<file path="src/rtl/bch_pkg.sv">
// Shared constants and types for the BCH streaming encoder family.
package bch_pkg;

  localparam int          BCH63_51_N = 63;
  localparam int          BCH63_51_K = 51;
  localparam logic [12:0] BCH63_51_G = 13'h1539;

  // MSG: message bits pass through while the remainder is accumulated.
  // PAR: the remainder is shifted out as parity.
  typedef enum logic {
    MSG = 1'b0,
    PAR = 1'b1
  } bch_enc_state_t;

endpackage

</file>
<file path="src/rtl/bch_lfsr_step.sv">
// One combinational step of an R-bit polynomial division register.
// shift_only_i=0: divide step with incoming bit_i. shift_only_i=1: plain shift.
module bch_lfsr_step #(
  parameter int         R        = 12,
  parameter logic [R:0] GEN_POLY = 13'h1539
) (
  input  logic [R-1:0] lfsr_i,
  input  logic         bit_i,
  input  logic         shift_only_i,
  output logic [R-1:0] lfsr_o
);

  logic fb;

  // Feedback taps are only applied in divide mode.
  assign fb     = !shift_only_i && (bit_i ^ lfsr_i[R-1]);
  assign lfsr_o = (lfsr_i << 1) ^ (fb ? GEN_POLY[R-1:0] : '0);

endmodule

</file>
<file path="src/rtl/bch_stream_encoder.sv">
// Systematic binary cyclic/BCH encoder, one bit per cycle, valid/ready on
// both sides. Emits K message bits then R=N-K parity bits MSB first.
module bch_stream_encoder
  import bch_pkg::*;
#(
  parameter int           N        = BCH63_51_N,
  parameter int           K        = BCH63_51_K,
  parameter logic [N-K:0] GEN_POLY = BCH63_51_G
) (
  input  logic           clk,
  input  logic           rst,
  input  logic           s_valid,
  output logic           s_ready,
  input  logic           s_data,
  output logic           m_valid,
  input  logic           m_ready,
  output logic           m_data,
  output logic           m_last,
  output logic [N-K-1:0] parity_out,
  output logic           parity_valid
);

  localparam int R    = N - K;
  localparam int CMAX = (K > R) ? K : R;
  localparam int CW   = (CMAX > 1) ? $clog2(CMAX) : 1;
  localparam logic [CW-1:0] K_LAST = CW'(K - 1);
  localparam logic [CW-1:0] R_LAST = CW'(R - 1);

  bch_enc_state_t state_q, state_d;
  logic [R-1:0]   lfsr_q, lfsr_d, lfsr_step;
  logic [CW-1:0]  cnt_q, cnt_d;
  logic           m_data_q, m_data_d;
  logic           m_valid_q, m_valid_d;
  logic           m_last_q, m_last_d;
  logic [R-1:0]   parity_q, parity_d;
  logic           pvld_q, pvld_d;
  logic           slot_free;

  // Divide in MSG, plain shift-out in PAR.
  bch_lfsr_step #(.R(R), .GEN_POLY(GEN_POLY)) u_step (
    .lfsr_i      (lfsr_q),
    .bit_i       (s_data),
    .shift_only_i(state_q == PAR),
    .lfsr_o      (lfsr_step)
  );

  assign slot_free = !m_valid_q || m_ready;

  // Next-state: load the output register whenever it is free and a bit is available.
  always_comb begin
    state_d  = state_q;
    lfsr_d   = lfsr_q;
    cnt_d    = cnt_q;
    m_data_d = m_data_q;
    // Consumed with nothing new loaded: drop valid; held: keep everything.
    m_valid_d = m_valid_q && !m_ready;
    m_last_d  = (m_valid_q && !m_ready) ? m_last_q : 1'b0;
    parity_d  = parity_q;
    pvld_d    = 1'b0;
    s_ready   = 1'b0;
    unique case (state_q)
      MSG: begin
        s_ready = slot_free;
        if (s_valid && slot_free) begin
          lfsr_d    = lfsr_step;
          m_data_d  = s_data;
          m_valid_d = 1'b1;
          m_last_d  = 1'b0;
          if (cnt_q == K_LAST) begin
            cnt_d   = '0;
            state_d = PAR;
          end else begin
            cnt_d = cnt_q + 1'b1;
          end
        end
      end
      PAR: begin
        if (slot_free) begin
          lfsr_d    = lfsr_step;
          m_data_d  = lfsr_q[R-1];
          m_valid_d = 1'b1;
          m_last_d  = (cnt_q == R_LAST);
          // The register still holds the complete remainder on the first shift.
          if (cnt_q == '0) begin
            parity_d = lfsr_q;
            pvld_d   = 1'b1;
          end
          if (cnt_q == R_LAST) begin
            cnt_d   = '0;
            state_d = MSG;
          end else begin
            cnt_d = cnt_q + 1'b1;
          end
        end
      end
      default: state_d = MSG;
    endcase
  end

  // State and output registers, synchronous reset.
  always_ff @(posedge clk) begin
    if (rst) begin
      state_q   <= MSG;
      lfsr_q    <= '0;
      cnt_q     <= '0;
      m_data_q  <= 1'b0;
      m_valid_q <= 1'b0;
      m_last_q  <= 1'b0;
      parity_q  <= '0;
      pvld_q    <= 1'b0;
    end else begin
      state_q   <= state_d;
      lfsr_q    <= lfsr_d;
      cnt_q     <= cnt_d;
      m_data_q  <= m_data_d;
      m_valid_q <= m_valid_d;
      m_last_q  <= m_last_d;
      parity_q  <= parity_d;
      pvld_q    <= pvld_d;
    end
  end

  assign m_data       = m_data_q;
  assign m_valid      = m_valid_q;
  assign m_last       = m_last_q;
  assign parity_out   = parity_q;
  assign parity_valid = pvld_q;

endmodule

</file>
<file path="config.mk">
export PLATFORM = sky130hd
export DESIGN_NAME = bch_stream_encoder
export DESIGN_NICKNAME = d
export VERILOG_FILES = /design/src/rtl/bch_pkg.sv /design/src/rtl/bch_lfsr_step.sv /design/src/rtl/bch_stream_encoder.sv
export SDC_FILE = /design/constraint.sdc
export NUM_CORES = 1
export LEC_CHECK = 0
export ABC_AREA = 1
export CAP_MARGIN = 20
export CORE_MARGIN = 2
export CORE_UTILIZATION = 45
export DETAILED_ROUTE_END_ITERATION = 7
export PLACE_DENSITY = 0.65
export REMOVE_ABC_BUFFERS = 1
export SLEW_MARGIN = 20
export SYNTH_ARGS = -nofsm -noshare
export SYNTH_HDL_FRONTEND = slang
export SYNTH_SLANG_ARGS = --single-unit
</file>
<file path="constraint.sdc">
create_clock -name clk -period 1.68 [get_ports clk]
set_clock_uncertainty 0.05 [all_clocks]
set_input_delay 0.252 -clock clk [delete_from_list [all_inputs] [get_ports clk]]
set_output_delay 0.252 -clock clk [all_outputs]
set_load 0.01 [all_outputs]
</file>
# Word-level counts from Yosys, hierarchy flattened
# Index checks and enable logic that the tools add are counted.
dict set report op_classes {
  mux 26
  order_cmp 0
  div 0
  addsub 1
  bitwise 4
  mul 0
  eq_ne 4
  shifts 0
  reduce_logical 11
}
# op n
set op_table {}
lappend op_table {{12-bit 2-to-1 mux} 2}
lappend op_table {{6-bit 2-to-1 mux} 4}
lappend op_table {{12-bit one-hot mux with 2 select lines} 1}
lappend op_table {{1-bit 2-to-1 mux} 13}
lappend op_table {{6-bit one-hot mux with 2 select lines} 1}
lappend op_table {{12-bit by 11-bit bitwise XOR with 12-bit output} 1}
lappend op_table {{11-bit 2-to-1 mux} 1}
lappend op_table {{1-bit one-hot mux with 2 select lines} 4}
lappend op_table {{6-bit by 1-bit adder with 6-bit output, second input constant} 1}
lappend op_table {{6-bit by 4-bit equality test with 1-bit output, second input constant} 1}
lappend op_table {{6-bit equality test, second input constant} 1}
lappend op_table {{6-bit zero test} 1}
lappend op_table {{1-bit logical AND} 3}
lappend op_table {{1-bit zero test} 3}
lappend op_table {{3-bit AND reduction} 1}
lappend op_table {{3-bit OR reduction} 1}
lappend op_table {{2-bit by 1-bit != test with 1-bit output, second input constant} 1}
lappend op_table {{2-bit != test, second input constant} 1}
lappend op_table {{1-bit NOT} 2}
lappend op_table {{2-bit AND reduction} 1}
lappend op_table {{1-bit logical OR} 1}
lappend op_table {{1-bit bitwise XOR} 1}
dict set report word_totals {
  n_memories 0
  latch_bits 0
  romBits 0
  out_inout_bits 17
  in_bits 5
  ramBits 0
  register_bits 35
  elab_cells 54
}

# Longest topological paths before layout
dict set report depth {
  depth_word 6
  mapped_depth 9
  mapped_depth_nobuf 9
}

# By module
# Synthesis repeated with hierarchy kept, for this count alone.
dict set report hier_totals {
  cells_unflattened 233
  area_unflattened_um2 1640.3
}
# module cells_per_inst area_each_um2 seq_area_each_um2 n_inst
set modules_own_cells {}
lappend modules_own_cells {bch_stream_encoder 199 1450.1 700.7 1}
lappend modules_own_cells {bch_lfsr_step 34 190.2 0.0 1}

# Worst setup path before layout
# OpenSTA, ideal clock, no wires.
dict set report synth_path {
  path_kind {register -> register}
  from {reg cnt_q[0]}
  to {reg parity_q[10] (netlist: parity_out[10])}
  setup_time_ps 113
  required_ps 1517
  arrival_time_ps 1067
  period_less_slack_ps 1230
  slack_ps 450
  path_stages_with_launch 9
  path_buffers 1
  path_cell_list {dfxtp_1 > inv_1 > ha_1 > nand3_2 > nor2_4 > buf_6 > nand2_1 > nand2_1 > nor2_1}
}
dict set report synth_via {
  elab_chain_cells 2
}
# element line_no
set synth_lines {}
lappend synth_lines {{start: declaration} bch_stream_encoder.sv:31} ;# logic [CW-1:0] cnt_q, cnt_d;
lappend synth_lines {{start signal: assignment} bch_stream_encoder.sv:114} ;# cnt_q <= cnt_d;
lappend synth_lines {{6-bit zero test} bch_stream_encoder.sv:84} ;# if (cnt_q == '0) begin
lappend synth_lines {{3-bit AND reduction (no source line)} --}
lappend synth_lines {{end signal: assignment} bch_stream_encoder.sv:118} ;# parity_q <= parity_d;
lappend synth_lines {{end: declaration} bch_stream_encoder.sv:35} ;# logic [R-1:0] parity_q, parity_d;
# No other way between the ends.
# A chain may end at the register's enable or synchronous reset.

# Worst setup path in the final report
dict set report layout_path {
  from {reg parity_q[10] (netlist: parity_out[10])}
  to {out parity_out[10]}
}
# element line_no
set layout_rtl {}
lappend layout_rtl {{end: declaration} bch_stream_encoder.sv:19} ;# output logic [N-K-1:0] parity_out,
# No word-level cell between the ends.

==> flow_metrics.tcl <==
set metrics [dict create \
    status "finished, final reports clean" \
    cts.path.max_buffers 2 \
    tritoncts "done" \
    syn_area_per_cell_um2 6.93 \
    powerDensity_mw_per_mm2 773 \
    wire_per_inst_um 9.58 \
    ys_types 22 \
    ctsHoldBuffers 0 \
    syn2layout_area_growth_pct 22.4 \
    wl_met2_mm 1.33 \
    crit_buf_inv 1 \
    r2r_cells 7 \
    antenna_found_initial 0 \
    timing.final.hold_violations 0 \
    cpPeakStageDelay_ps 540 \
    grtUsageTotal_pct 16.3 \
    fin_crit_ps 1540 \
    hold_path_class "flop to flop" \
    final_core_util_pct 58.2 \
    synth_edf_count 0 \
    hp-start "m_data$_SDFFE_PP0P_" \
    placedInstanceArea_mm2 0.00191 \
    fp.dieW_um 63.6 \
    cts_resized 1 \
    endpoint_kind "output pin" \
    slew_headroom_pct 81.4 \
    finish.net_count 269 \
    whs_endpoint "m_data$_SDFFE_PP0P_" \
    worstSetupPathType "flop to output pin" \
    overflow 0 \
    finalWorstSetupSlack_ps 145 \
    fin_crit_sh_pct 91.4 \
    cts_max_level 2 \
    dieArea_mm2 0.00405 \
    synth_top_area_cell "dfxtp_1" \
    met3_length_um 73 \
    antenna_cells 0 \
    design_area_mm2 0.00196 \
    cp-start-kind "flop" \
    ys.flop_type "dfxtp_1" \
    peakVddDrop_mv 0.469 \
    die_h_um 63.6 \
    synthCells 231 \
    rsz0062_at_grt "no" \
    clk_pin_slew_ps 110 \
    ys_top_cells_by_count "nand2_1, nor2_1, dfxtp_1" \
    grt_pass1_wl_mm 5.13 \
    top_layer_used "met4" \
    portBuffers 21 \
    drt-vias-per-instance 4.57 \
    clock_latency_ps 340 \
    report.final.slew_viol_count 0 \
    post-cts-setup-buffers 0 \
    layout-drive-gt1-share_pct 8.78 \
    grt_max_degree 25 \
    grt_pass1_vias 1228 \
    wl_mm 2.95 \
    setup_viol_count_final 0 \
    synth_top_area_share_pct 43.8 \
    path_cells "clkdlybuf4s50_1" \
    synthTopCellsByArea "dfxtp_1, nand2_1, nor2_1, inv_1, a21oi_1" \
    critical-path-slowest-cell "clkdlybuf4s50_1" \
    cts.sinks 35 \
    p_leak_nw 0.845 \
    ys_warn_count 0 \
    whs_path_depth 2 \
    vias 1407 \
    yosysSeqAreaShare_pct 43.8 \
    ios 22 \
    design_power_total_w 0.00151 \
    synth_most_common_cell "nand2_1" \
    gp_congestion 0.821 \
    r2r_end "cnt_q[1]$_SDFFE_PP0P_" \
    drt-initial-drc-count 60 \
    dpl.hpwl_mm 2.16 \
    worst-path-max-fanout 2 \
    preCtsSetupSlack_ps -110 \
    reg2reg_from "cnt_q[1]$_SDFFE_PP0P_" \
    initial_core_util_pct 47.6 \
    syn_area_mm2 0.00160 \
    ys_ff_latch 35 \
    drc 0 \
    fmax_mhz 651 \
    cp_top_family "buffers and inverters" \
    crit_arrival_ps 1230 \
    required_ps 1380 \
    synthArstFlopShare_pct 0 \
    root_buffer "clkbuf_4" \
    drt-met1-wl_mm 1.49 \
    r2r_setup_slack_ps 300 \
    ant_nets 0 \
    final.setup.tns_ps 0 \
    tightest_slew_ps 279 \
    drtPass1Iterations 4 \
    num_rows 21 \
    cts_buffers 5 \
    design.core.area_mm2 0.00336 \
    maxCapViolations 0 \
]
==> metrics by stage <==
stage	hold WS, ps	std cells
2_1_floorplan	271	223
3_3_place_gp	406	300
3_5_place_dp	412	300
4_1_cts	427	308
5_1_grt	446	308
6_report	422	308
==> flip-flops by register name (all words and copies together), names as in the netlist, named ones only <==
register / flops
m_data: 1
state_q: 1
parity_out: 12
parity_valid: 1
m_valid: 1
lfsr_q: 12
cnt_q: 6
==> power breakdown <==
group          switching, W  leakage [nW]  internal, W  total, W
Combinational      0.000112         0.530    0.0000841  0.000196
Sequential        0.0000174         0.285     0.000862  0.000879
Clock              0.000276        0.0293     0.000163  0.000439
==> routing by layer <==
layer,vias up,track usage [%]
met5,-,0
met4,0,8.15
met3,7,4.82
met2,14,25.8
met1,610,20.1
li1,776,-
==> placed cells by master, fill, tap and decap left out, drive strengths merged <==
| master | count |
|---|---|
| clkbuf | 7 |
| buf | 10 |
| inv | 31 |
| o21bai | 2 |
| nand2 | 66 |
| nand4 | 6 |
| ha | 3 |
| o21ai | 9 |
| clkdlybuf4s50 | 20 |
| clkinv | 1 |
| nand3 | 13 |
| nand3b | 1 |
| dlygate4sd2 | 1 |
| nor2 | 39 |
| a21oi | 15 |
| dfxtp | 35 |
| or2 | 1 |
| nor3 | 2 |
==> final cells by class <==
type | instances | area, um2
clock buffers | 7 | 45.0
inverters | 31 | 116
clock inverters | 1 | 5.00
multi-input cells | 157 | 724
fillers | 375 | 1410
flip-flops and latches | 35 | 701
repair buffers | 31 | 309
well taps | 46 | 57.6
==> how the worst max path moves through the flow <==
stage,startpoint,endpoint,cells past startpoint
6_report,parity_out[10]$_SDFFE_PP0P_,parity_out[10],1
5_1_grt,m_ready,s_ready,6
4_1_cts,parity_out[10]$_SDFFE_PP0P_,parity_out[10],1
3_5_place_dp,m_ready,s_ready,6
3_3_place_gp,m_ready,s_ready,6
2_1_floorplan,state_q$_SDFF_PP0_,cnt_q[0]$_SDFFE_PP0P_,5
==> cell families after synthesis <==
kind of cell | count (synthesis) | synth area share [%]
and+or+nand+nor | 128 | 33.8
AOI/OAI and AO/OA | 26 | 9.15
buffers and inverters | 39 | 10.9
DFF | 35 | 43.8
adders and majority gates | 3 | 2.35
Note: power is estimated with default switching activity, not from simulation.
